===== config.mk =====
export PLATFORM = sky130hd
export DESIGN_NAME = multdiv_sequencer
export DESIGN_NICKNAME = d
export VERILOG_FILES = /design/src/rtl/multdiv_sequencer.sv
export SDC_FILE = /design/constraint.sdc
export NUM_CORES = 1
export LEC_CHECK = 0
export ABC_AREA = 1
export BUFFER_PORTS_ARGS = -buffer_cell sky130_fd_sc_hd__buf_2
export CAP_MARGIN = 25
export CORE_MARGIN = 2
export CORE_UTILIZATION = 41
export CTS_CLUSTER_DIAMETER = 150
export DETAILED_ROUTE_END_ITERATION = 12
export PLACE_DENSITY = 0.74
export SYNTH_ARGS = -nofsm -noshare
export SYNTH_HDL_FRONTEND = slang
export SYNTH_SLANG_ARGS = --single-unit

===== constraint.sdc =====
create_clock -name clock -period 1.2 [get_ports clock]
set_input_delay 0.24 -clock clock [delete_from_list [all_inputs] [get_ports clock]]
set_output_delay 0.24 -clock clock [all_outputs]
set_load 0.01 [all_outputs]

===== src/rtl/multdiv_sequencer.sv =====
// multdiv_sequencer
//   Sequences the shared multi-cycle multiply/divide unit for the 5-stage
//   pipeline. A mul/div in D/X launches the unit with a one-cycle start pulse.
//   The sequencer then stalls F/D and D/X until the unit is ready or a timeout
//   expires. The captured result is then presented for one cycle so the
//   instruction can advance into X/M.
//
// Ports
//   clock, reset        rising-edge clock, synchronous active-high reset
//   opcode_DX, aluop_DX decode fields of the D/X instruction
//   kill                D/X flush (taken branch/jump)
//   data_resultRDY      unit result valid
//   data_exception      unit exception
//   data_result         unit result
//   ctrl_MULT/ctrl_DIV  start pulses to the unit (launch cycle only)
//   stall_md            hold PC, F/D, D/X; insert a nop into X/M
//   md_valid            one-cycle strobe: md_* belong to the D/X instruction
//   md_result           captured result
//   md_exception        captured exception
//   md_is_div           captured op type (rstatus 5 for div, 4 for mul)
module multdiv_sequencer #(
  parameter int unsigned TIMEOUT   = 40,
  parameter int unsigned CNT_W     = 6,
  parameter logic [4:0]  MUL_ALUOP = 5'b00110,
  parameter logic [4:0]  DIV_ALUOP = 5'b00111
) (
  input  logic        clock,
  input  logic        reset,
  input  logic [4:0]  opcode_DX,
  input  logic [4:0]  aluop_DX,
  input  logic        kill,
  input  logic        data_resultRDY,
  input  logic        data_exception,
  input  logic [31:0] data_result,
  output logic        ctrl_MULT,
  output logic        ctrl_DIV,
  output logic        stall_md,
  output logic        md_valid,
  output logic [31:0] md_result,
  output logic        md_exception,
  output logic        md_is_div
);

  typedef enum logic [1:0] {IDLE, BUSY, DONE} state_e;

  localparam logic [CNT_W-1:0] CntLast = CNT_W'(TIMEOUT - 1);

  state_e           state_q;
  logic [CNT_W-1:0] cnt_q;
  logic [31:0]      result_q;
  logic             exc_q;
  logic             is_div_q;

  logic is_mul, is_div, is_md, launch;

  assign is_mul = (opcode_DX == 5'b00000) && (aluop_DX == MUL_ALUOP);
  assign is_div = (opcode_DX == 5'b00000) && (aluop_DX == DIV_ALUOP);
  assign is_md  = is_mul || is_div;

  // Launch is decided combinationally so the start pulse and the stall
  // appear in the same cycle the instruction is seen in D/X. Reset masks
  // every strobe so outputs read 0 while reset is held.
  assign launch = !reset && (state_q == IDLE) && is_md && !kill;

  assign ctrl_MULT    = launch && is_mul;
  assign ctrl_DIV     = launch && is_div;
  assign stall_md     = launch || (!reset && (state_q == BUSY));
  assign md_valid     = !reset && (state_q == DONE);
  assign md_result    = result_q;
  assign md_exception = exc_q;
  assign md_is_div    = is_div_q;

  always_ff @(posedge clock) begin
    if (reset) begin
      state_q  <= IDLE;
      cnt_q    <= '0;
      result_q <= '0;
      exc_q    <= 1'b0;
      is_div_q <= 1'b0;
    end else begin
      unique case (state_q)
        IDLE: begin
          // data_resultRDY is deliberately ignored here, even on launch.
          if (launch) begin
            is_div_q <= is_div;
            cnt_q    <= '0;
            state_q  <= BUSY;
          end
        end
        BUSY: begin
          // Priority: kill, then ready, then timeout. The counter holds at
          // its last value when leaving BUSY so it never wraps.
          if (kill) begin
            state_q <= IDLE;
          end else if (data_resultRDY) begin
            result_q <= data_result;
            exc_q    <= data_exception;
            state_q  <= DONE;
          end else if (cnt_q == CntLast) begin
            result_q <= '0;
            exc_q    <= 1'b1;
            state_q  <= DONE;
          end else begin
            cnt_q <= cnt_q + 1'b1;
          end
        end
        DONE: begin
          state_q <= IDLE;
        end
        default: begin
          state_q <= IDLE;
        end
      endcase
    end
  end

endmodule


==> flow_summary_export.csv, run 1 <==
group,metric,value,unit
outcome,status,"finished, violations left",
outcome,violations,"setup timing",
worst_setup_path,r2r_setup_slack,-0.17,ns
floorplanning,die_area,0.00502,mm2
clock_tree,clk_latency,0.29,ns
worst_setup_path,reg2reg_depth,7,
worst_setup_path,cp_data_required_time,0.96,ns
worst_setup_path,cp_max_fo,4,
timing,period_minus_slack,1.51,ns
routing,post-route-drc-count,0,
grt,grt_pass1_wl,7890,um
worst_setup_path,r2r_start,"state_q[1]",
timing,tightestPinTransition,0.278,ns
layout,nets,385,
routing,drt-total-wl,5000,um
routing,drt-pass1-iter-count,5,
timing,clock.fmax,660,MHz
synthesis,ys_warn_count,0,
min_path,hp-class,"primary input to flop",
timing,final.setup.worst_slack,-0.315,ns
grt,globalRoute.totalOverflow,0,
place,gp_congestion,0.817,
floorplanning,core-area,0.00432,mm2
min_path,hold_end,"md_result[21]",
worst_setup_path,end_kind,"primary output",
timing,finalSetupViolCount,43,
worst_setup_path,worstSetupPathType,"flop to primary output",
timing,rsz0062_at_grt,"yes",
grt,grt_max_degree,37,
routing,vias,1851,
timing,hold_viol,0,
worst_setup_path,arrival,1.27,ns
layout,fin_area,0.00298,mm2
layout,drive_gt1_frac,0.686,
synthesis,syn_area,0.00183,mm2
clock_tree,cts_root_buffer,"clkbuf_8",
floorplanning,die_width,70.9,um
timing,finClkSkew,0.00276,ns
layout,antennaDiodeCount,0,
power_and_ir_drop,vdd_drop_max,0.424,mV
routing,via_per_inst,4.75,
synthesis,ys_ff_latch,42,
layout,finish.utilization,0.688,
layout,area_growth,62.3,%
timing,relSlewSlack,0.814,
synthesis,yosysUniqueCellTypes,25,
clock_tree,clk_pin_slew_worst_paths,0.08,ns
power_and_ir_drop,p_leak,1.25,nW
layout,n_fill_cell,368,
min_path,hp-start,"data_result[21]",
layout,multi_input_area,0.00123,mm2
place,place_area,0.00241,mm2
floorplanning,io_pins,85,
worst_setup_path,r2r-end,"cnt_q[0]",
grt,track_usage,0.195,
clock_tree,cts_sinks,42,
clock_tree,cts_tree,"done",
routing,ant_nets,0,
place,port_buffers,84,
timing,maxSlewViolCount,0,
layout,seq_area,846,um2
power_and_ir_drop,powerDensity,847,mW/mm2
routing,wl_per_cell,12.8,um
routing,drt-initial-drc-count,56,
grt,antenna_found_initial,0,
timing,finalCritPeriodShare,1.26,
floorplanning,rows,24,
job,drv_cap,0,
synthesis,syn_inst,225,
synthesis,synth.avg_cell_area,8.15,um2
place,dp_hpwl,2830,um
worst_setup_path,worstSetupStartpointType,"flop",
synthesis,syn_nets,273,
min_path,hold_depth,3,
clock_tree,cts.htree.levels,2,
floorplanning,start_util,0.424,
floorplanning,die_h,70.9,um
synthesis,seq_area_frac_synth,0.459,
clock_tree,clockBufferDepth,2,
clock_tree,numCtsBuffers,5,
grt,grt_pass1_vias,1680,
## worst max path at each step
stage | cells past startpoint | from | to
after floorplan | 9 | cnt_q[1] | md_result[12]
after global placement | 8 | cnt_q[1] | md_result[17]
after detailed placement | 8 | cnt_q[1] | md_result[18]
after CTS | 5 | state_q[1] | stall_md
after global routing | 5 | state_q[1] | ctrl_DIV
final | 5 | state_q[1] | ctrl_MULT
## critical path, cell delays in order (launching register included)
cell and delay [ns]:
dfxtp_2 0.33, or2_4 0.25, nor2_4 0.11, nand2_4 0.08, nor2_2 0.08, buf_2 0.13
## registers in the layout (all words and copies together) (netlist names)
name,count
state_q,2
md_exception,1
md_result,32
md_is_div,1
cnt_q,6
## metal layers
layer | vias up | global-route usage | share of wire
met5 | - | 0 | 0
met4 | 0 | 0.0524 | 0.0096
met3 | 6 | 0.0399 | 0.055
met2 | 63 | 0.331 | 0.50
met1 | 830 | 0.254 | 0.43
li1 | 952 | - | -
## report_power, final
group / internal (mW) / total, mW / switching, mW
sequential: 1.39 / 1.39 / 0.000105
combinational: 0.0806 / 0.174 / 0.0935
clock: 0.462 / 0.953 / 0.490
total: 1.93 / 2.52 / 0.584
## synthesized netlist by cell type
| cell type | count | area [um2] |
|---|---|---|
| nand3_2 | 1 | 10.0 |
| nand3_1 | 8 | 40.0 |
| buf_8 | 2 | 30.0 |
| nand3b_1 | 1 | 7.51 |
| clkinv_2 | 1 | 5.00 |
| nor2_4 | 2 | 22.5 |
| nand2_1 | 61 | 229 |
| or2_1 | 1 | 6.26 |
| o22ai_2 | 1 | 12.5 |
| nand2_2 | 23 | 144 |
| clkbuf_1 | 2 | 7.51 |
| a21oi_1 | 18 | 90.1 |
| a21oi_2 | 20 | 175 |
| buf_4 | 3 | 22.5 |
| ha_1 | 1 | 12.5 |
| a21boi_1 | 1 | 7.51 |
| buf_2 | 2 | 10.0 |
| nor2_1 | 15 | 56.3 |
| inv_2 | 1 | 3.75 |
| nand2_4 | 2 | 22.5 |
| buf_6 | 1 | 11.3 |
| o21ai_0 | 3 | 15.0 |
| inv_1 | 11 | 41.3 |
| dfxtp_1 | 42 | 841 |
| nor3_1 | 2 | 10.0 |
## logic make-up after synthesis
kind of cell,synth area share
flops,0.459
buf+inv,0.0717
fa+ha+maj,0.00682
compound gates,0.164
simple gates,0.299
## repair_timing
action                                 CTS  global route
hold buffers                             0             0
buffers inserted                         9             3
setup endpoints to repair               44            46
pin swaps                                9             7
cloned                                   6             0
endpoints found under the hold margin    0             0
resized for setup                       40            38
## cell type report
type / count / area share
well taps: 52 / 0.0219
repair buffers: 110 / 0.230
inverters: 13 / 0.0181
flip-flops and latches: 42 / 0.284
multi-input cells: 165 / 0.414
clock inverters: 2 / 0.00421
clock buffers: 6 / 0.0278
## metrics by stage
stage	worst slack (ns)	hold slack, ns	TNS (ns)	std cells	power, mW
finish	-0.315	0.184	-3.88	390	2.52
global route	-0.379	0.178	-5.87	390	2.61
global placement	-0.117	0.445	-4.04	365	1.56
detailed placement	-0.160	0.442	-5.09	365	1.57
floorplan	-0.0170	0.383	-0.155	225	1.47
CTS	-0.324	0.179	-2.58	387	2.54
## placed cells by master, fill, tap and decap left out, types with 4 or more instances in the layout
cell type  count
buf_2         84
nand2_2       43
dfxtp_1       38
a21oi_2       29
nand2_1       26
buf_4         19
nand2_4       15
nor2_1        12
inv_1          9
a21oi_1        9
nand2_8        7
nand3_1        6
clkbuf_8       6
dfxtp_2        4
Power figures use the tool's default switching activity.
==> inputs of run 2 (changes only) <==
--- a/config.mk
+++ b/config.mk
@@ -5,14 +5,13 @@
 export SDC_FILE = /design/constraint.sdc
 export NUM_CORES = 1
 export LEC_CHECK = 0
-export ABC_AREA = 1
 export BUFFER_PORTS_ARGS = -buffer_cell sky130_fd_sc_hd__buf_2
 export CAP_MARGIN = 25
 export CORE_MARGIN = 2
 export CORE_UTILIZATION = 41
 export CTS_CLUSTER_DIAMETER = 150
 export DETAILED_ROUTE_END_ITERATION = 12
-export PLACE_DENSITY = 0.74
+export PLACE_DENSITY = 0.75
 export SYNTH_ARGS = -nofsm -noshare
 export SYNTH_HDL_FRONTEND = slang
 export SYNTH_SLANG_ARGS = --single-unit
==> run 2 against run 1 <==
Against the previous run:
- the run still ends with setup timing left
- setup slack worse by 0.20 ns
- critical endpoint is now md_result[5]
- sequential share of layout area shrank 0.26 points
- largest power group unchanged
- largest cell class unchanged
- core utilization is 5.5 points higher
==> flow_summary_export.csv, run 2 <==
group,metric,value,unit
outcome,status,"finished, violations left",
outcome,violations,"setup timing",
synthesis,syn_area,0.00178,mm2
worst_setup_path,end_kind,"flop",
routing,drt-total-wl,5810,um
synthesis,synth.top_cells.by_count,"dfxtp_1, nand2_1, a21oi_1",
clock_tree,cts_root_buffer,"clkbuf_8",
layout,n_fill_cell,277,
layout,nets,372,
clock_tree,clk_latency,0.29,ns
layout,layout_commonest_cell,"buf_2",
layout,multi_input_area,0.00107,mm2
clock_tree,cts_sinks,42,
synthesis,yosysUniqueCellTypes,37,
worst_setup_path,reg2reg_depth,8,
routing,vias,1994,
floorplanning,die_width,69.8,um
power_and_ir_drop,p_leak,1.34,nW
routing,wl_per_cell,15.5,um
timing,finalSetupViolCount,46,
worst_setup_path,r2r-end,"md_result[5]",
synthesis,seq_area_frac_synth,0.473,
synthesis,yosys.cell_count.top_type,"dfxtp_1",
power_and_ir_drop,powerDensity,908,mW/mm2
timing,maxSlewViolCount,0,
layout,finish.utilization,0.743,
grt,globalRoute.totalOverflow,0,
layout,drive_gt1_frac,0.586,
routing,drt-initial-drc-count,61,
place,port_buffers,84,
synthesis,ys_ff_latch,42,
floorplanning,die_area,0.00488,mm2
synthesis,synth_edf_count,0,
grt,grt_pass1_wl,8730,um
routing,via_per_inst,5.33,
layout,seq_area,856,um2
synthesis,synthFlopType,"dfxtp_1",
synthesis,synth.area.top_cells,"dfxtp_1, a21oi_1, nand2_1",
worst_setup_path,worstSetupStartpointType,"flop",
synthesis,synth.avg_cell_area,8.67,um2
worst_setup_path,setup.worst_path.end,"md_result[5]",
timing,rsz0062_at_grt,"yes",
place,dp_hpwl,3240,um
floorplanning,core-area,0.00409,mm2
worst_setup_path,r2r_setup_slack,-0.52,ns
layout,area_growth,71.0,%
floorplanning,start_util,0.435,
timing,hold_slack,0.173,ns
place,gp_congestion,0.817,
timing,finClkSkew,0.00543,ns
routing,ant_nets,0,
worst_setup_path,worstSetupPathType,"flop to flop",
timing,period_minus_slack,1.72,ns
timing,hold_viol,0,
place,pre_cts_slack,-0.401,ns
power_and_ir_drop,vdd_drop_max,0.773,mV
grt,antenna_found_initial,0,
synthesis,ys_async_sr_fraction,0,
synthesis,synth_top_area_frac,0.473,
floorplanning,die_h,69.8,um
synthesis,yosys.area.top_type,"dfxtp_1",
worst_setup_path,cp_data_required_time,1.43,ns
floorplanning,rows,23,
synthesis,syn_nets,253,
synthesis,ys_warn_count,0,
clock_tree,ctsHoldBuffers,0,
synthesis,syn_inst,205,
timing,tightestPinTransition,0.508,ns
timing,finalCritPeriodShare,1.43,
timing,final.setup.worst_slack,-0.516,ns
worst_setup_path,cp_max_fo,7,
clock_tree,cts.htree.levels,2,
floorplanning,io_pins,85,
timing,clock.fmax,583,MHz
clock_tree,numCtsBuffers,5,
routing,drt-pass1-iter-count,4,
layout,final_cell_mix,"buf_2, dfxtp_1, nand2_1, buf_4",
timing,relSlewSlack,0.661,
clock_tree,clockBufferDepth,2,
clock_tree,clk_pin_slew_worst_paths,0.08,ns
layout,antennaDiodeCount,0,
worst_setup_path,r2r_start,"state_q[1]",
grt,grt_max_degree,37,
routing,post-route-drc-count,0,
grt,grt_pass1_vias,1897,
worst_setup_path,cp-startpoint,"state_q[1]",
layout,largest_register_ffs,32,
clock_tree,cts_tree,"done",
grt,track_usage,0.223,
min_path,hp-class,"primary input to flop",
job,drv_cap,0,
worst_setup_path,arrival,1.95,ns
## run 2: cell count changes after synthesis, moves of 8 or more
cell     delta
nand2_2    -23
o21ai_1    +21
inv_1       -8
nand2_1    -24
a21oi_2    -19
nor2_1     -13
o21ai_0    +12
a21oi_1    +17
## run 2: worst min path at each step
stage | endpoint | cells after the start | start | slack [ns]
2_1_floorplan | md_result[0] | 2 | data_result[0] | 0.38
3_3_place_gp | md_is_div | 1 | md_is_div | 0.43
3_5_place_dp | md_is_div | 1 | md_is_div | 0.44
4_1_cts | md_result[14] | 3 | data_result[14] | 0.17
5_1_grt | md_result[12] | 3 | data_result[12] | 0.17
6_report | md_result[14] | 3 | data_result[14] | 0.17
## run 2: cell type report
type | count | share of cell area
well taps | 50 | 0.0206
flip-flops and latches | 42 | 0.282
multi-input cells | 146 | 0.352
clock inverters | 1 | 0.00988
inverters | 3 | 0.00371
repair buffers | 126 | 0.305
clock buffers | 6 | 0.0272
## run 2: cell families after synthesis
kind of cell / after synthesis / share of synthesized area
and+or+nand+nor: 61 / 0.198
DFF: 42 / 0.473
adders and majority gates: 1 / 0.00704
AOI/OAI and AO/OA: 80 / 0.246
muxes: 4 / 0.0225
buffers and inverters: 17 / 0.0528
## run 2: power by group
group / total, mW / switching [mW] / internal, mW
logic: 0.232 / 0.115 / 0.117
clock network: 1.14 / 0.479 / 0.666
registers: 1.38 / 0.000105 / 1.38
## run 2: stage by stage
step                setup TNS, ns  power [mW]  area, um2  instances
finish                     -18.80        2.76       3040        374
global route               -21.61        2.85       3040        374
CTS                        -17.31        2.76       2850        368
detailed placement         -11.82        1.60       2410        346
global placement           -10.79        1.60       2410        346
floorplan                   -4.60        1.49       1840        205
## run 2: metal layers
metal | up-vias | routed length, um | GRT usage
met4 | 0 | 57 | 0.0513
met3 | 7 | 274 | 0.0552
met1 | 961 | 2430 | 0.272
li1 | 961 | - | -
met2 | 65 | 3050 | 0.393
met5 | - | 0 | 0
## run 2: worst max-delay path, stage by stage (launching register included)
cell and delay, ns:
dfxtp_4 0.36, buf_6 0.12, or3b_4 0.40, buf_12 0.16, nor2_8 0.15, buf_12 0.13
clkbuf_16 0.14, nand2_2 0.06, a21oi_2 0.12
## run 2: repair_timing
action,CTS,global route
gates cloned,4,1
gates resized for setup,32,43
endpoints found under the setup margin,46,46
buffers inserted,11,7
pin swaps,8,22
